<file path="src/rtl/vga_pkg.sv">
// Shared types and constants for the VGA tile-fetch pipeline.
//   sel_tag_t     : per-pixel select tag carried alongside the pixel
//   BORDER_STATE  : tile state shown on border tiles (white)
//   VGA_ACTIVE_W/H: visible raster size in pixels
package vga_pkg;

  typedef enum logic [1:0] {
    BLANK  = 2'd0,
    FETCH  = 2'd1,
    HOLD   = 2'd2,
    BORDER = 2'd3
  } sel_tag_t;

  localparam logic [7:0]  BORDER_STATE = 8'd7;
  localparam int unsigned VGA_ACTIVE_W = 640;
  localparam int unsigned VGA_ACTIVE_H = 480;

endpackage

</file>
<file path="src/rtl/vga_delay_line.sv">
// Fixed-depth shift register with asynchronous active-low clear.
//   clk   : clock
//   reset : asynchronous active-low reset, clears every stage to 0
//   din   : WIDTH-bit input
//   dout  : din delayed by DEPTH clock cycles (DEPTH >= 1)
module vga_delay_line #(
  parameter int unsigned WIDTH = 1,
  parameter int unsigned DEPTH = 1
) (
  input  logic             clk,
  input  logic             reset,
  input  logic [WIDTH-1:0] din,
  output logic [WIDTH-1:0] dout
);

  logic [DEPTH*WIDTH-1:0] sr;
  logic [DEPTH*WIDTH-1:0] sr_next;

  generate
    if (DEPTH > 1) begin : g_multi
      assign sr_next = {sr[(DEPTH-1)*WIDTH-1:0], din};
    end else begin : g_single
      assign sr_next = din;
    end
  endgenerate

  always_ff @(posedge clk or negedge reset) begin
    if (!reset) begin
      sr <= '0;
    end else begin
      sr <= sr_next;
    end
  end

  assign dout = sr[DEPTH*WIDTH-1 -: WIDTH];

endmodule

</file>
<file path="src/rtl/vga_tile_fetch.sv">
// Maps raster position to a game-board tile, reads the tile state from the
// board RAM once per tile run, and presents it pixel-aligned with the syncs
// after a fixed 3-cycle latency.
//   clk, reset                : pixel clock, asynchronous active-low reset
//   col, row                  : raster position
//   active_in, hsync_in,
//   vsync_in                  : timing flags aligned with col/row
//   rd_addr, re, rd_data      : board RAM port (sync read, 1-cycle latency)
//   state_out                 : tile state for the pixel 3 cycles earlier
//   hsync_out, vsync_out,
//   active_out                : inputs delayed 3 cycles
// Build option: define VGA_BORDER_EN to force outer-ring tiles to
// BORDER_STATE without reading the RAM.
module vga_tile_fetch
  import vga_pkg::*;
#(
  parameter int unsigned TILE_SHIFT = 4,
  parameter int unsigned GRID_W     = 40,
  parameter int unsigned GRID_H     = 30,
  parameter int unsigned ADDR_W     = 11
) (
  input  logic              clk,
  input  logic              reset,
  input  logic [9:0]        col,
  input  logic [9:0]        row,
  input  logic              active_in,
  input  logic              hsync_in,
  input  logic              vsync_in,
  output logic [ADDR_W-1:0] rd_addr,
  output logic              re,
  input  logic [7:0]        rd_data,
  output logic [7:0]        state_out,
  output logic              hsync_out,
  output logic              vsync_out,
  output logic              active_out
);

  logic [9:0]  tc;
  logic [9:0]  tr;
  logic [19:0] tile_idx;
  logic [19:0] cache_idx;
  logic        cache_valid;
  logic        active_prev;
  logic        in_grid;
  logic        border;
  logic        issue;
  logic        invalidate;
  sel_tag_t    tag_s0;
  sel_tag_t    tag_s2;
  logic [7:0]  latched;
  logic [4:0]  pipe_in;
  logic [4:0]  pipe_out;

  // S0: tile decode and fetch decision
  always_comb begin
    tc       = col >> TILE_SHIFT;
    tr       = row >> TILE_SHIFT;
    tile_idx = {tr, tc};
    in_grid  = active_in && (32'(tc) < GRID_W) && (32'(tr) < GRID_H);
`ifdef VGA_BORDER_EN
    border   = in_grid && ((tc == '0) || (32'(tc) == GRID_W - 1) ||
                           (tr == '0) || (32'(tr) == GRID_H - 1));
`else
    border   = 1'b0;
`endif
    issue      = in_grid && !border && (!cache_valid || (tile_idx != cache_idx));
    invalidate = vsync_in || (active_prev && !active_in);

    tag_s0 = BLANK;
    if (in_grid) begin
      if (border)     tag_s0 = BORDER;
      else if (issue) tag_s0 = FETCH;
      else            tag_s0 = HOLD;
    end
  end

  // Fetch registers and tile cache. Invalidation wins over a same-cycle
  // issue so a vsync always forces the next in-grid pixel to re-read.
  always_ff @(posedge clk or negedge reset) begin
    if (!reset) begin
      re          <= 1'b0;
      rd_addr     <= '0;
      cache_idx   <= '0;
      cache_valid <= 1'b0;
      active_prev <= 1'b0;
    end else begin
      re          <= issue;
      active_prev <= active_in;
      if (issue) begin
        rd_addr   <= ADDR_W'(32'(tr) * GRID_W + 32'(tc));
        cache_idx <= tile_idx;
      end
      if (invalidate) begin
        cache_valid <= 1'b0;
      end else if (issue) begin
        cache_valid <= 1'b1;
      end
    end
  end

  // Two delay stages bring the tag level with rd_data; the output register
  // below supplies the third stage for both the state and the syncs.
  assign pipe_in = {hsync_in, vsync_in, active_in, tag_s0};

  vga_delay_line #(
    .WIDTH(5),
    .DEPTH(2)
  ) u_delay (
    .clk   (clk),
    .reset (reset),
    .din   (pipe_in),
    .dout  (pipe_out)
  );

  assign tag_s2 = sel_tag_t'(pipe_out[1:0]);

  // S2: output select
  always_ff @(posedge clk or negedge reset) begin
    if (!reset) begin
      state_out  <= '0;
      latched    <= '0;
      hsync_out  <= 1'b0;
      vsync_out  <= 1'b0;
      active_out <= 1'b0;
    end else begin
      hsync_out  <= pipe_out[4];
      vsync_out  <= pipe_out[3];
      active_out <= pipe_out[2];
      case (tag_s2)
        FETCH: begin
          state_out <= rd_data;
          latched   <= rd_data;
        end
        HOLD:    state_out <= latched;
        BORDER:  state_out <= BORDER_STATE;
        default: state_out <= '0;
      endcase
    end
  end

endmodule
</file>
<file path="config.mk">
export PLATFORM = sky130hd
export DESIGN_NAME = vga_tile_fetch
export DESIGN_NICKNAME = d
export VERILOG_FILES = /design/src/rtl/vga_pkg.sv /design/src/rtl/vga_delay_line.sv /design/src/rtl/vga_tile_fetch.sv
export SDC_FILE = /design/constraint.sdc
export NUM_CORES = 1
export LEC_CHECK = 0
export ABC_AREA = 1
export BUFFER_PORTS_ARGS = -buffer_cell sky130_fd_sc_hd__buf_2
export CORE_MARGIN = 5
export CORE_UTILIZATION = 40
export DETAILED_ROUTE_END_ITERATION = 10
export GPL_ROUTABILITY_DRIVEN = 0
export REMOVE_ABC_BUFFERS = 1
export SLEW_MARGIN = 20
export SYNTH_ARGS = -nofsm -noshare
export SYNTH_HDL_FRONTEND = slang
export SYNTH_SLANG_ARGS = --single-unit
</file>
<file path="constraint.sdc">
create_clock -name clk -period 1.5 [get_ports clk]
set_input_delay 0.15 -clock clk [delete_from_list [all_inputs] [get_ports clk]]
set_output_delay 0.15 -clock clk [all_outputs]
set_load 0.02 [all_outputs]
</file>
Word level (Yosys, flattened, before mapping)
Cells that the tools add are included.
{"block": "classes", "addsub": 1, "multipliers": 1, "order_cmp": 2, "n_eq_ne": 4, "mux": 5, "reduce_logical": 9}
{"cell": "$pmux 8 s3", "n": 1}
{"cell": "$ne 12x12->1", "n": 1}
{"cell": "$add 11x6->11", "n": 1}
{"cell": "$mul 6x3->8 const B", "n": 1}
{"cell": "$lt 6x5->1 const B", "n": 1}
{"cell": "$lt 6x6->1 const B", "n": 1}
{"cell": "$eq 2x2->1 const B", "n": 2}
{"cell": "$logic_and 1x1->1", "n": 4}
{"cell": "$mux 2", "n": 2}
{"cell": "$eq 2x1->1 const B", "n": 1}
{"cell": "$logic_not 1->1", "n": 2}
{"cell": "$logic_or 1x1->1", "n": 2}
{"cell": "$mux 1", "n": 2}
{"cell": "$reduce_bool 2->1", "n": 1}
{"block": "word_totals", "reg_bits": 55, "output_inout_bits": 23, "wordCells": 33}

Logic depth before layout (Yosys ltp)
{"block": "logic_depth", "depth_word": 6, "ltp_mapped": 12, "mapped_depth_nobuf": 12}

Hierarchy
From an unflattened synthesis, not the netlist that was laid out.
{"block": "hier_totals", "hier_cells": 304, "hier_area_um2": 2617.5}
{"module": "vga_tile_fetch", "n_inst": 1, "cells_per_inst": 289, "area_each_um2": 2329.7, "seq_area_each_um2": 1051.0}
{"module": "vga_delay_line", "n_inst": 1, "cells_per_inst": 15, "area_each_um2": 287.8, "seq_area_each_um2": 250.2}

Least setup slack after synthesis
Ideal clock, no wire load.
{"block": "synth_path", "path_type": "input-to-reg", "start": "input row[5]", "end": "register rd_addr[10]", "arrival_ps": 1762, "required_ps": 1382, "path_slack_ps": -379, "stages": 12, "path_buffers": 0, "path_cell_list": "ha_1 > ha_1 > fa_1 > nand2_1 > inv_1 > nand3_1 > nor2_1 > nand2_1 > nand2_1 > nand2_1 > nand3_1 > nand2_1"}
{"block": "synth_via", "elab_chain_len": 3}
{"element": "start: declaration", "line_no": "vga_tile_fetch.sv:25", "rtl": "input logic [9:0] row,"}
{"element": "branches (longest 3 deep; another with $add 11x6->11)"}
{"element": "end signal: assignment", "line_no": "vga_tile_fetch.sv:90", "rtl": "rd_addr <= ADDR_W'(32'(tr) * GRID_W + 32'(tc));"}
{"element": "end: declaration", "line_no": "vga_tile_fetch.sv:29", "rtl": "output logic [ADDR_W-1:0] rd_addr,"}
Parallel ways; which one is timed is not known.
A chain may end at the register's enable or synchronous reset.

Final worst setup path
{"block": "layout_path", "start": "input row[5]", "end": "register rd_addr[8]"}
The elaborated chain is that of the path after synthesis.

==> results_dict.tcl <==
set metrics [dict create \
    design.die.area_um2 8124 \
    yosys_register_bits 50 \
    ant_nets 0 \
    critPathLaunchType "input pin" \
    synth.top_cell.area_share 0.4871 \
    cp-end-kind "register" \
    wl_um 5785 \
    ys_seq_area_frac 0.4871 \
    coreArea_um2 6314 \
    hold_viol 0 \
    cp_cell_sequence "buf_8 -> ha_4 -> ha_4 -> fa_2 -> nand2_2 -> buf_4 -> buf_6 -> nor2_4 -> nor2_2 -> nor2_2 -> nand3_2 -> nand2_1" \
    max_cap_viol_count 0 \
    fmax_mhz 615.9 \
    diodes 0 \
    path_class "in -> reg" \
    cts_tree "done" \
    start_util 0.4069 \
    cts_buffers 5 \
    ys.flop_type "dfrtp_1" \
    rrSetupSlack_ns 0.11 \
    synth.most_common_cell "nand2_1" \
    required_ns 1.75 \
    ir_drop_mv 0.6504 \
    tightest_slew_ns 0.3403 \
    row_count 29 \
    ys_top_cells_by_area "dfrtp_1 49%, nand2_1 16%, inv_1 5.6%, ha_1 5.4%, nand3_1 4.3%" \
    hold_start "rd_data[1]" \
    overflow 0 \
    grt_pass1_wl_um 9832 \
    h-tree-depth 2 \
    drv_slew 0 \
    grt_pass1_vias 2139 \
    violations "negative setup slack" \
    finalPower_w 0.003545 \
    yosysTopAreaCell "dfrtp_1" \
    grt_antenna_before_repair 0 \
    hold_path_end "state_out[1]" \
    worst_slack_ns -0.1236 \
    design_area_um2 3395 \
    clkLatencyLatePin_ns 0.31 \
    cp.arrival_ns 1.87 \
    rsz0062_at_grt "true" \
    worstReg2RegEnd "rd_addr[10]" \
    grt_usage 0.1459 \
    cp_slowest_stage_delay_ns 0.55 \
    port_buffers 47 \
    cts_root_buffer "clkbuf_8" \
    yosys-top-cells-count "108 x nand2_1, 50 x dfrtp_1, 38 x inv_1" \
    synth_cell_types 25 \
    dpl_cell_area_um2 3000 \
    yosys_warnings 0 \
    syn_area_um2 2569 \
    drt_first_pass_iters 5 \
    worstPathMaxFanout 2 \
    p_leak_nw 1.820 \
    die_h_um 90.14 \
    p_per_area_nw_per_um2 1044 \
    drive_gt1_frac 0.3018 \
    io_pins 56 \
    finalSetupViolations 3 \
    syn_inst 312 \
    path_clk_slew_ns 0.09 \
    outcome "complete, but fails checks" \
    min_period_over_period 1.082 \
    min_path_type "in -> reg" \
    holdPathStages 3 \
    syn2layout_area_growth_pct 32.15 \
    via_per_inst 4.679 \
    cts_max_path_buffers 2 \
    grt_start_max_net_pins 51 \
    slew_headroom 0.7723 \
    die-width_um 90.14 \
    postSynthAreaPerCell_um2 8.233 \
    synth_edf_count 0 \
    fill_cells 622 \
    r2r-start "cache_idx[10]" \
    async_reset_ff_frac 1.000 \
    routed-via-count 2190 \
    hpwl_um 4059 \
    initialDrtViolationCount 68 \
    final.min_clock_period_ns 1.624 \
    r2r_cells 10 \
    slowest_stage "fa_2" \
    drc 0 \
    worst_clock_skew_ns 0.009758 \
    avgRoutedWirePerCell_um 12.36 \
    clock-sinks 50 \
    final_nets 437 \
]
-- where the power goes --
part           leakage (nW)  total [W]  internal, W  switching (W)
registers             0.632    0.00160      0.00151      0.0000883
logic                  1.13   0.000995     0.000427       0.000569
clock network        0.0542   0.000946     0.000491       0.000455
-- metal layers --
layer,share of wire,track usage,up-vias
li1,-,-,1121
met4,0.0099,0.04715,0
met3,0.064,0.03673,8
met5,0,0,-
met2,0.48,0.2360,63
met1,0.44,0.1911,998
-- placed cells by master, fill, tap and decap left out, drive strengths merged --
cell type | netlist | routed
clkbuf | 1 | 5
xor2 | 1 | 1
buf | 9 | 78
inv | 39 | 39
nand2 | 108 | 108
ha | 11 | 11
bufinv | 0 | 1
nand3b | 1 | 1
nand4 | 3 | 3
dlygate4sd3 | 0 | 4
and2 | 1 | 1
nand3 | 32 | 32
clkinv | 0 | 1
a21oi | 2 | 2
dfrtp | 50 | 50
fa | 2 | 2
nor2 | 25 | 25
a211oi | 1 | 1
o21ai | 19 | 19
xnor2 | 4 | 4
nor3 | 2 | 2
nor3b | 1 | 1
-- worst max path at each step --
| stage | from | endpoint | slack (ns) | depth (start not counted) |
|---|---|---|---|---|
| after floorplan | col[8] | rd_addr[10] | -0.72 | 6 |
| after global placement | row[5] | rd_addr[10] | -0.55 | 13 |
| after detailed placement | row[5] | rd_addr[10] | -0.59 | 13 |
| after CTS | row[7] | rd_addr[10] | -0.03 | 13 |
| after global routing | row[5] | rd_addr[10] | -0.21 | 13 |
| final | row[5] | rd_addr[8] | -0.12 | 12 |
-- cells by family after synthesis --
| group | Yosys count | synth area share |
|---|---|---|
| XOR/XNOR | 5 | 0.01705 |
| AO/OA/AOI/OAI | 22 | 0.04384 |
| buffers and inverters | 49 | 0.08719 |
| adder cells (fa/ha/maj) | 13 | 0.06917 |
| flip-flops | 50 | 0.4871 |
| AND/OR/NAND/NOR | 173 | 0.2957 |
-- state kept, by name, indices dropped and copies added (netlist names) --
signal	flops
latched	8
u_delay.sr	10
hsync_out	1
active_out	1
rd_addr	11
cache_valid	1
vsync_out	1
state_out	8
cache_idx	9
-- cell type report --
type | instances | area, µm² | area share
Multi-Input combinational cell | 213 | 1224 | 0.3605
Clock inverter | 2 | 38.79 | 0.01143
Inverter | 39 | 148.9 | 0.04386
Clock buffer | 5 | 68.82 | 0.02027
Tap cell | 77 | 96.34 | 0.02838
Timing Repair Buffer | 82 | 566.8 | 0.1670
Sequential cell | 50 | 1251 | 0.3686
-- worst max-delay path, delay by kind of cell --
kind / cells / cell delay, ns
adders and majority gates: 3 / 0.95
buffers and inverters: 3 / 0.35
and+or+nand+nor: 6 / 0.43
-- repair_timing --
item / in CTS / in global routing
buffers inserted: 3 / 5
setup endpoints to repair: 3 / 21
gates resized for setup: 17 / 26
endpoints found under the hold margin: 54 / 0
hold buffers: 4 / 0
gates cloned: 0 / 1
pin swaps: 9 / 12
-- per-stage QoR --
step                hold WS [ns]    util  setup WS (ns)  TNS [ns]  std cells
floorplan                -0.1456       -        -0.7213    -15.26        302
global placement          0.1622  0.4752        -0.5467    -1.874        448
detailed placement        0.1610  0.4752        -0.5867    -2.061        448
CTS                      0.03996  0.5163       -0.02887  -0.02887        462
global route             0.06587  0.5377        -0.2078   -0.5333        468
finish                   0.04884  0.5377        -0.1236   -0.2870        468
No activity file was read; power rests on OpenSTA's default activity.
